--- src/rtl/alu_result_buffer.sv ---
// alu_result_buffer: first-word-fall-through FIFO that queues ALU result words with their carries
module alu_result_buffer #(
   parameter int data_width = 8,
   parameter int address = 4
) (
   input  logic                  clk,
   input  logic                  rst,
   input  logic                  wr_en,
   input  logic [data_width-1:0] d_in,
   input  logic                  c_in,
   input  logic                  rd_ready,
   output logic                  rd_valid,
   output logic [data_width-1:0] q_out,
   output logic                  c_out,
   output logic                  full,
   output logic                  empty,
   output logic [address:0]      count,
   output logic                  overflow
);
   logic [data_width:0]  mem_q [2**address];
   logic [address-1:0]   wr_ptr_q, wr_ptr_d, rd_ptr_q, rd_ptr_d;
   logic [address:0]     count_q, count_d;
   logic                 overflow_q, overflow_d;
   logic                 push, pop;
   logic [data_width:0]  head;
   // Flags and head presentation come only from registered state; count can only reach 2^address when its top bit is set
   always_comb begin
      empty    = (count_q == '0);
      full     = count_q[address];
      rd_valid = ~empty;
      head     = mem_q[rd_ptr_q];
      q_out    = empty ? '0 : head[data_width-1:0];
      c_out    = empty ? 1'b0 : head[data_width];
      count    = count_q;
      overflow = overflow_q;
   end
   // A push into a full buffer is still taken when the head leaves in the same cycle, since it lands in the freed slot
   always_comb begin
      pop        = rd_valid & rd_ready;
      push       = wr_en & (~full | pop);
      wr_ptr_d   = push ? wr_ptr_q + address'(1) : wr_ptr_q;
      rd_ptr_d   = pop ? rd_ptr_q + address'(1) : rd_ptr_q;
      count_d    = (push & ~pop) ? count_q + (address+1)'(1) :
                   (pop & ~push) ? count_q - (address+1)'(1) : count_q;
      overflow_d = overflow_q | (wr_en & ~push);
   end
   // Pointer, occupancy and sticky overflow registers; reset wins over any same-cycle traffic
   always_ff @(posedge clk) begin
      if (rst) begin
         wr_ptr_q   <= '0;
         rd_ptr_q   <= '0;
         count_q    <= '0;
         overflow_q <= 1'b0;
      end else begin
         wr_ptr_q   <= wr_ptr_d;
         rd_ptr_q   <= rd_ptr_d;
         count_q    <= count_d;
         overflow_q <= overflow_d;
      end
   end
   // Storage keeps the carry alongside its data word; contents need no reset
   always_ff @(posedge clk) begin
      if (push & ~rst) mem_q[wr_ptr_q] <= {c_in, d_in};
   end
endmodule

--- config.mk ---
export PLATFORM = sky130hd
export DESIGN_NAME = alu_result_buffer
export DESIGN_NICKNAME = d
export VERILOG_FILES = /design/src/rtl/alu_result_buffer.sv
export SDC_FILE = /design/constraint.sdc
export NUM_CORES = 1
export LEC_CHECK = 0
export CAP_MARGIN = 25
export CORE_MARGIN = 3
export CORE_UTILIZATION = 35
export DETAILED_ROUTE_END_ITERATION = 8
export SLEW_MARGIN = 20
export SYNTH_ARGS = -nofsm -noshare
export SYNTH_HDL_FRONTEND = slang
export SYNTH_SLANG_ARGS = --single-unit
--- constraint.sdc ---
create_clock -name clk -period 2.5 [get_ports clk]
set_input_delay 0.75 -clock clk [delete_from_list [all_inputs] [get_ports clk]]
set_output_delay 0.75 -clock clk [all_outputs]
set_load 0.05 [all_outputs]
Yosys cells after proc, flatten, opt, wreduce, memory -nomap -nowiden
Memory sizes are Yosys's and may differ from the RTL's. A register that Yosys moved wholly into a read port is not among the register bits.
Index checks and enable logic that the tools add are counted.
{"block": "totals", "regBits": 14, "inputBits": 13, "mem_count": 1, "elab_cells": 32, "output_inout_bits": 18, "ram_bits": 144}
{"memory": "mem_q", "words": 16, "width": 9, "read_ports": 1, "rd_clocked_by_memory_dff": 1, "wr": 1, "line": "20", "rtl": "logic [data_width:0] mem_q [2**address];"}
{"block": "op_classes", "reduce_logical": 2, "muxes": 8, "n_addsub": 4, "bitwise_logic": 13}
{"cell": "5-bit two-way mux", "n": 2}
{"cell": "4-bit by 1-bit adder with 4-bit output, second input constant", "n": 2}
{"cell": "4-bit two-way mux", "n": 2}
{"cell": "8-bit two-way mux", "n": 1}
{"cell": "1-bit bitwise AND", "n": 6}
{"cell": "5-bit by 1-bit adder with 5-bit output, second input constant", "n": 1}
{"cell": "5-bit logical NOT", "n": 1}
{"cell": "1-bit NOT", "n": 5}
{"cell": "5-bit by 1-bit subtractor with 5-bit output, second input constant", "n": 1}
{"cell": "1-bit two-way mux", "n": 3}
{"cell": "1-bit OR", "n": 2}
{"cell": "2-bit nonzero test", "n": 1}

Logic depth before layout (Yosys ltp)
Gate-level depths: netlist (run 1).
{"block": "logic_depth", "word_depth": 9, "ltp_mapped": 10, "depth_no_buf": 10}

Worst setup path before layout (run 1)
No wires, ideal clock.
{"block": "synth_timing", "path_type": "register to output", "from": "reg count_q[0], in the netlist count[0]", "to": "out q_out[0]", "stages_incl_launch_ff": 5, "required_ps": 1750, "arrival_ps": 2441, "setup_slack_ps": -691, "path_buffers": 2, "path_cell_list": "dfxtp_1 -> clkbuf_1 -> nor2_1 -> buf_2 -> a211oi_1"}
{"block": "synth_between", "elab_chain_cells": 2}
{"item": "start: declaration", "line": "22", "rtl": "logic [address:0] count_q, count_d;"}
{"item": "start signal: assignment", "line": "57", "rtl": "count_q <= count_d;"}
{"item": "5-bit logical NOT", "line": "28", "rtl": "empty = (count_q == '0);"}
{"item": "via empty", "line": "16", "rtl": "output logic empty,"}
{"item": "8-bit two-way mux", "line": "32", "rtl": "q_out = empty ? '0 : head[data_width-1:0];"}
{"item": "end: declaration", "line": "13", "rtl": "output logic [data_width-1:0] q_out,"}
The timed path passes the listed nets, and every way through them passes these cells.

==> results.yml, run 1 <==
clocking:
  root_buffer: "clkbuf_16"
  clk_latency_ns: 0.42
  cts_made_buffers: 17
  htreeDepth: 4
  ctsHoldBuffers: 0
  clock_sinks: 162
  clockBufferDepth: 2
  path_clk_slew_ns: 0.06
  cts_tree: "built"
floorplan:
  die_h_um: 144
  die_width_um: 144
  ioPinCount: 31
  rows: 49
  core_mm2: 0.0183
  initial_utilization_pct: 36.3
  dieArea_mm2: 0.0207
run:
  drv_cap: 0
logic_synthesis:
  synthAdderAreaFrac_pct: 2.18
  yosysSeqAreaShare_pct: 70.4
  yosys-top-cells-area: "edfxtp_1 (65%), mux4_1 (6.7%), mux4_2 (6.4%)"
  ys_seq_elements: 162
  synth_nets: 377
  syn_avg_cell_area_um2: 18.8
  syn_inst: 353
  yosysTopAreaCellShare_pct: 65.0
  yosysUniqueCellTypes: 37
  yosys_warnings: 0
  synth_top_area_cell: "edfxtp_1"
  synth-xor-area-share_pct: 1.19
  synthMuxAreaShare_pct: 14.8
  syn_area_mm2: 0.00665
  synth_simple_gate_area_share_pct: 5.14
  synth-compound-area-share_pct: 3.31
  synth_top_family_by_area: "multiplexers"
global_routing:
  grt_pass1_vias: 3672
  antenna_found_initial: 0
  grt_pass1_wl_mm: 20.9
  grt_max_degree: 28
  grt-ovfl-total: 0
  track_usage_pct: 13.8
power:
  p_leak_nw: 2.95
  vdd_drop_max_uv: 620
  power_mw: 9.07
  p_per_area_mw_per_mm2: 1040
sta:
  setup_ws_ns: -0.447
  slew_headroom_pct: 45.2
  rsz0062_at_grt: "yes"
  finalCriticalPeriod_ns: 2.95
  clock.fmax_mhz: 339
  final_hold_viol_count: 0
  fin_crit_sh_pct: 118
  worst_pin_slew_ns: 0.821
  setup_viol: 12
  maxSlewViolCount: 0
  skew_ns: 0.00652
  setup_tns_ns: -3.86
setup_path:
  end_kind: "primary output"
  crit_arrival_ns: 2.20
  cp-start-kind: "register"
  cp_max_fo: 5
  required_ns: 1.75
  critical_path_class: "register to primary output"
status:
  status: "complete, but fails checks"
  violations: "setup timing"
placement:
  place.gp.congestion: 0.771
  numPortBuffers: 30
  dp_hpwl_mm: 8.23
  dpl-instance-area_mm2: 0.00786
layout:
  synthToLayoutAreaGrowth_pct: 30.7
  nets: 469
  fin_area_mm2: 0.00869
  antenna_cells: 0
  fill_cells: 1509
  drive_gt1_share_pct: 38.4
  fin_util_pct: 47.4
routing:
  wire_per_inst_um: 19.4
  first_iter_violations: 191
  drt_wl_total_mm: 13.3
  ant_nets: 0
  drtPass1Iterations: 4
  drc_errors: 0
  vias: 3420
  vias_per_cell: 4.98
hold_path:
  hp-class: "register to register"
[area by class of cell]
type / count / area (um^2) / share of cell area (%)
sequential: 162 / 4700 / 54.1
multi-input combinational: 159 / 1980 / 22.8
timing repair buffer: 93 / 1070 / 12.3
clock buffer: 18 / 429 / 4.94
tap: 229 / 287 / 3.30
clock inverter: 14 / 176 / 2.03
inverter: 12 / 50.0 / 0.576
[state kept, by name, indices dropped and copies added, names as in the netlist, named ones only]
register,count
overflow,1
wr_ptr_q,4
rd_ptr_q,4
mem_q,144
count,5
[per-layer routing]
layer	up-vias	wire length (um)	global-route usage, %
met5	-	0	0
met4	0	191	4.71
met3	17	600	3.73
met2	75	6650	22.4
met1	1750	5890	18.1
li1	1578	-	-
[metrics by stage]
stage | setup WS (ns) | hold WS, ns | cells
after detailed placement | -0.490 | 0.457 | 650
after global routing | -0.523 | 0.494 | 687
after CTS | -0.472 | 0.486 | 686
after global placement | -0.395 | 0.455 | 650
final | -0.447 | 0.478 | 687
after floorplan | -0.0266 | 0.477 | 353
[timing repair]
action                     in CTS  in global routing
gates resized for setup        44                 10
setup endpoints to repair      12                 13
setup buffers                   3                  2
pin swaps                      14                 10
gates cloned                    2                  1
[cell usage in the layout, fill, tap and decap left out, types with 3 or more instances in the layout]
cell type,synthesis,layout
nor2_1,23,22
ha_4,0,3
and2_1,7,7
a211oi_4,0,9
mux4_2,19,27
nand3_1,4,4
and3_1,6,6
buf_6,4,13
xor2_1,7,7
mux2i_2,0,4
a211oi_2,2,9
nand2_1,4,3
clkbuf_16,0,18
inv_6,0,3
clkdlybuf4s50_1,0,17
edfxtp_1,144,144
buf_4,3,39
mux4_1,17,9
bufinv_16,0,3
mux2i_1,10,6
nor2b_1,9,7
dfxtp_1,18,11
buf_12,1,20
dfxtp_4,0,3
inv_1,12,10
a21oi_1,6,5
dfxtp_2,0,4
ha_1,10,6
[power breakdown]
group	switching (mW)	internal [mW]	total, mW
combinational	1.69	1.58	3.27
sequential	0.100	3.05	3.15
clock	1.06	1.59	2.65
total	2.85	6.22	9.07
[path summary, 6_finish.rpt]
path                   end     start  depth (start not counted)  slack (ns)
setup reg to reg  count[4]  count[3]                         10       -0.02
setup / recovery  q_out[3]  register                          7       -0.45
hold reg to reg   overflow  overflow                          2        0.48
hold / removal    overflow  overflow                          2        0.48
[synth_stat cells]
master / instances
nand3b_1: 2
nand2_1: 4
a211oi_1: 17
o31ai_1: 1
xnor2_1: 2
nand4_1: 1
o211ai_1: 2
dfxtp_1: 18
mux4_1: 17
o21ai_2: 1
buf_4: 3
a211oi_2: 2
nor4_1: 1
clkbuf_1: 6
ha_1: 10
a21oi_1: 6
buf_6: 4
mux2_2: 1
inv_1: 12
and2_1: 7
buf_2: 5
and3_1: 6
nor2_1: 23
clkbuf_8: 1
a31oi_1: 1
nand2b_1: 1
mux2i_1: 10
nor2b_1: 9
edfxtp_1: 144
mux4_2: 19
xor2_1: 7
fa_1: 1
nand3_1: 4
or4_4: 1
buf_12: 1
and4b_1: 1
nor2b_4: 2
[kinds of logic (layout without fill, tap and decap cells)]
group	after synthesis	count (layout)
DFF	162	162
and+or+nand+nor	62	62
muxes	47	47
buffers and inverters	32	137
AOI/OAI and AO/OA	30	30
adders and majority gates	11	11
xor gates and xnor gates	9	9
[worst max-delay path: stages (launching register included)]
cell	delay [ns]
dfxtp_4	0.40
buf_12	0.14
buf_4	0.11
mux4_1	0.52
a211oi_1	0.24
buf_4	0.16
a211oi_4	0.05
buf_6	0.16
(Power assumes the default switching activity.)
==> run 2: changes to the inputs <==
Settings changed: CTS_CLUSTER_DIAMETER set to 120.
==> results of run 2 <==
Same layout as run 1: the final DEF is identical, and so are final timing and power.
==> run 3: changes to the inputs <==
Settings changed: MAX_ROUTING_LAYER set to met4.
==> run 3 against run 2 <==
Effect of this change: flip-flop and latch count is the same; final area grew 0.12%; sequential share of layout area shrank 0.062 points; clock power is essentially flat; fmax shrank 0.22%; wire length shrank 0.28%; the run still ends with setup timing left; clock skew grew 0.0057 ns; die area is the same; largest power group unchanged; clock-buffer cell count is the same; core utilization grew 0.055 points; register-to-register slack gained 0.03 ns.
==> results.yml, run 3 (synthesized netlist as in run 1, its figures left out) <==
hold_path:
  whs_path_depth: 2
  hp-class: "register to register"
layout:
  regMostFlops: "mem_q"
  largest_reg_flops: 144
  final_common_cell: "edfxtp_1"
  drive_gt1_share_pct: 38.4
  antenna_cells: 0
  fin_util_pct: 47.5
  final_cell_mix: "edfxtp_1 (144), buf_4 (39), mux4_2 (27)"
  nets: 469
  synthToLayoutAreaGrowth_pct: 30.9
  layoutNonFillerInstCount: 687
clocking:
  htreeDepth: 4
  clockBufferDepth: 2
  root_buffer: "clkbuf_16"
  path_clk_slew_ns: 0.06
  ctsHoldBuffers: 0
  clk_latency_ns: 0.42
  cts_made_buffers: 17
  clock_sinks: 162
  cts_tree: "built"
floorplan:
  die_width_um: 144
  dieArea_mm2: 0.0207
  ioPinCount: 31
  die_h_um: 144
  initial_utilization_pct: 36.3
  rows: 49
  core_mm2: 0.0183
setup_path:
  worstPathCellList: "buf_12, buf_4, mux4_1, a211oi_1, buf_4, a211oi_4, buf_6"
  end_kind: "primary output"
  cp_max_fo: 5
  crit_slowest_cell: "mux4_1"
  path_depth: 7
  cp_slowest_stage_delay_ns: 0.52
  cp_num_buf_inv: 4
  critical_path_class: "register to primary output"
  cpMostUsedCell: "buf_4"
  crit_arrival_ns: 2.20
  required_ns: 1.75
  cp-start-kind: "register"
  cpLargestDelayFamily: "buffers and inverters"
  rr_worst_depth: 10
sta:
  finalCriticalPeriod_ns: 2.95
  hold_ws_ns: 0.478
  setup_viol: 11
  clock.fmax_mhz: 339
  final_hold_viol_count: 0
  skew_ns: 0.0122
  setup_tns_ns: -3.89
  worst_pin_slew_ns: 0.830
  fin_crit_sh_pct: 118
  maxSlewViolCount: 0
  rsz0062_at_grt: "yes"
  setup_ws_ns: -0.453
  slew_headroom_pct: 44.6
status:
  violations: "setup timing"
  status: "complete, but fails checks"
routing:
  wire_per_inst_um: 19.4
  ant_nets: 0
  drtPass1Iterations: 4
  vias: 3405
  met3_length_um: 657
  highest_layer: "met4"
  drt_wl_total_mm: 13.3
  vias_per_cell: 4.96
  m1WireLength_mm: 5.83
  first_iter_violations: 216
  route.met2.wl_mm: 6.61
  drc_errors: 0
run:
  drv_cap: 0
placement:
  numPortBuffers: 30
  place_ws_ns: -0.490
  dp_hpwl_mm: 8.23
  numPlacedInstances: 650
  place.gp.congestion: 0.782
global_routing:
  grt-ovfl-total: 0
  grt_max_degree: 28
  track_usage_pct: 14.3
  grt_pass1_wl_mm: 20.9
  antenna_found_initial: 0
  grt_pass1_vias: 3660
power:
  swShare_pct: 31.4
  switchingPower_mw: 2.85
  p_comb_share_pct: 36.1
  p_per_area_mw_per_mm2: 1040
  internal_power_mw: 6.22
  vdd_drop_max_uv: 586
  p_seq_share_pct: 34.7
  p_leak_nw: 2.95
  pwr-share-clk_pct: 29.2
run 3: cell count changes in the layout (fill, tap and decap cells not counted):
cell	previous run	this run
inv_4	2	1
a21oi_2	1	0
a21oi_4	0	1
inv_6	3	4
run 3: metrics by stage:
step | cell area [um^2] | total power [mW]
2_1_floorplan | 6800 | 5.12
5_1_grt | 8700 | 9.48
3_5_place_dp | 7860 | 6.10
6_report | 8700 | 9.08
3_3_place_gp | 7860 | 6.05
4_1_cts | 8690 | 9.16
run 3: worst register-to-register path: cells and delay by family (launching register included):
family          cells  cell delay, ns
simple gates        1            0.53
fa+ha+maj           2            0.42
flops               1            0.34
mux                 1            0.35
compound gates      4            0.54
buf+inv             2            0.21
run 3: power groups by stage:
stage	clock network, mW	registers [mW]	logic, mW
after global routing	2.82	3.17	3.50
final	2.65	3.15	3.28
after floorplan	0	3.25	1.87
after detailed placement	0	3.19	2.90
after global placement	0	3.19	2.86
after CTS	2.71	3.14	3.31
run 3: final timing paths:
kind,from,end,slack (ns)
max reg2reg,count[2],count[4],0.01
min,overflow,overflow,0.48
max,register,q_out[3],-0.45
min reg2reg,overflow,overflow,0.48
run 3: cell type report:
class | instances | area [um^2]
Clock buffer | 18 | 429
Clock inverter | 14 | 176
Fill cell | 1510 | 9630
Inverter | 12 | 52.6
Multi-Input combinational cell | 159 | 1990
Sequential cell | 162 | 4700
Tap cell | 229 | 287
Timing Repair Buffer | 93 | 1070
run 3: routing by layer:
metal | GRT usage (%) | vias to the layer above
li1 | - | 1577
met1 | 18.2 | 1738
met2 | 22.3 | 73
met3 | 3.69 | 17
met4 | 4.86 | 0
met5 | - | -
run 3: repair_timing:
action / 4_1_cts / 5_1_grt
hold endpoints to repair: 0 / 0
resized for setup: 44 / 12
pin swaps: 14 / 9
endpoints found under the setup margin: 12 / 13
setup buffers: 3 / 2
gates cloned: 2 / 1
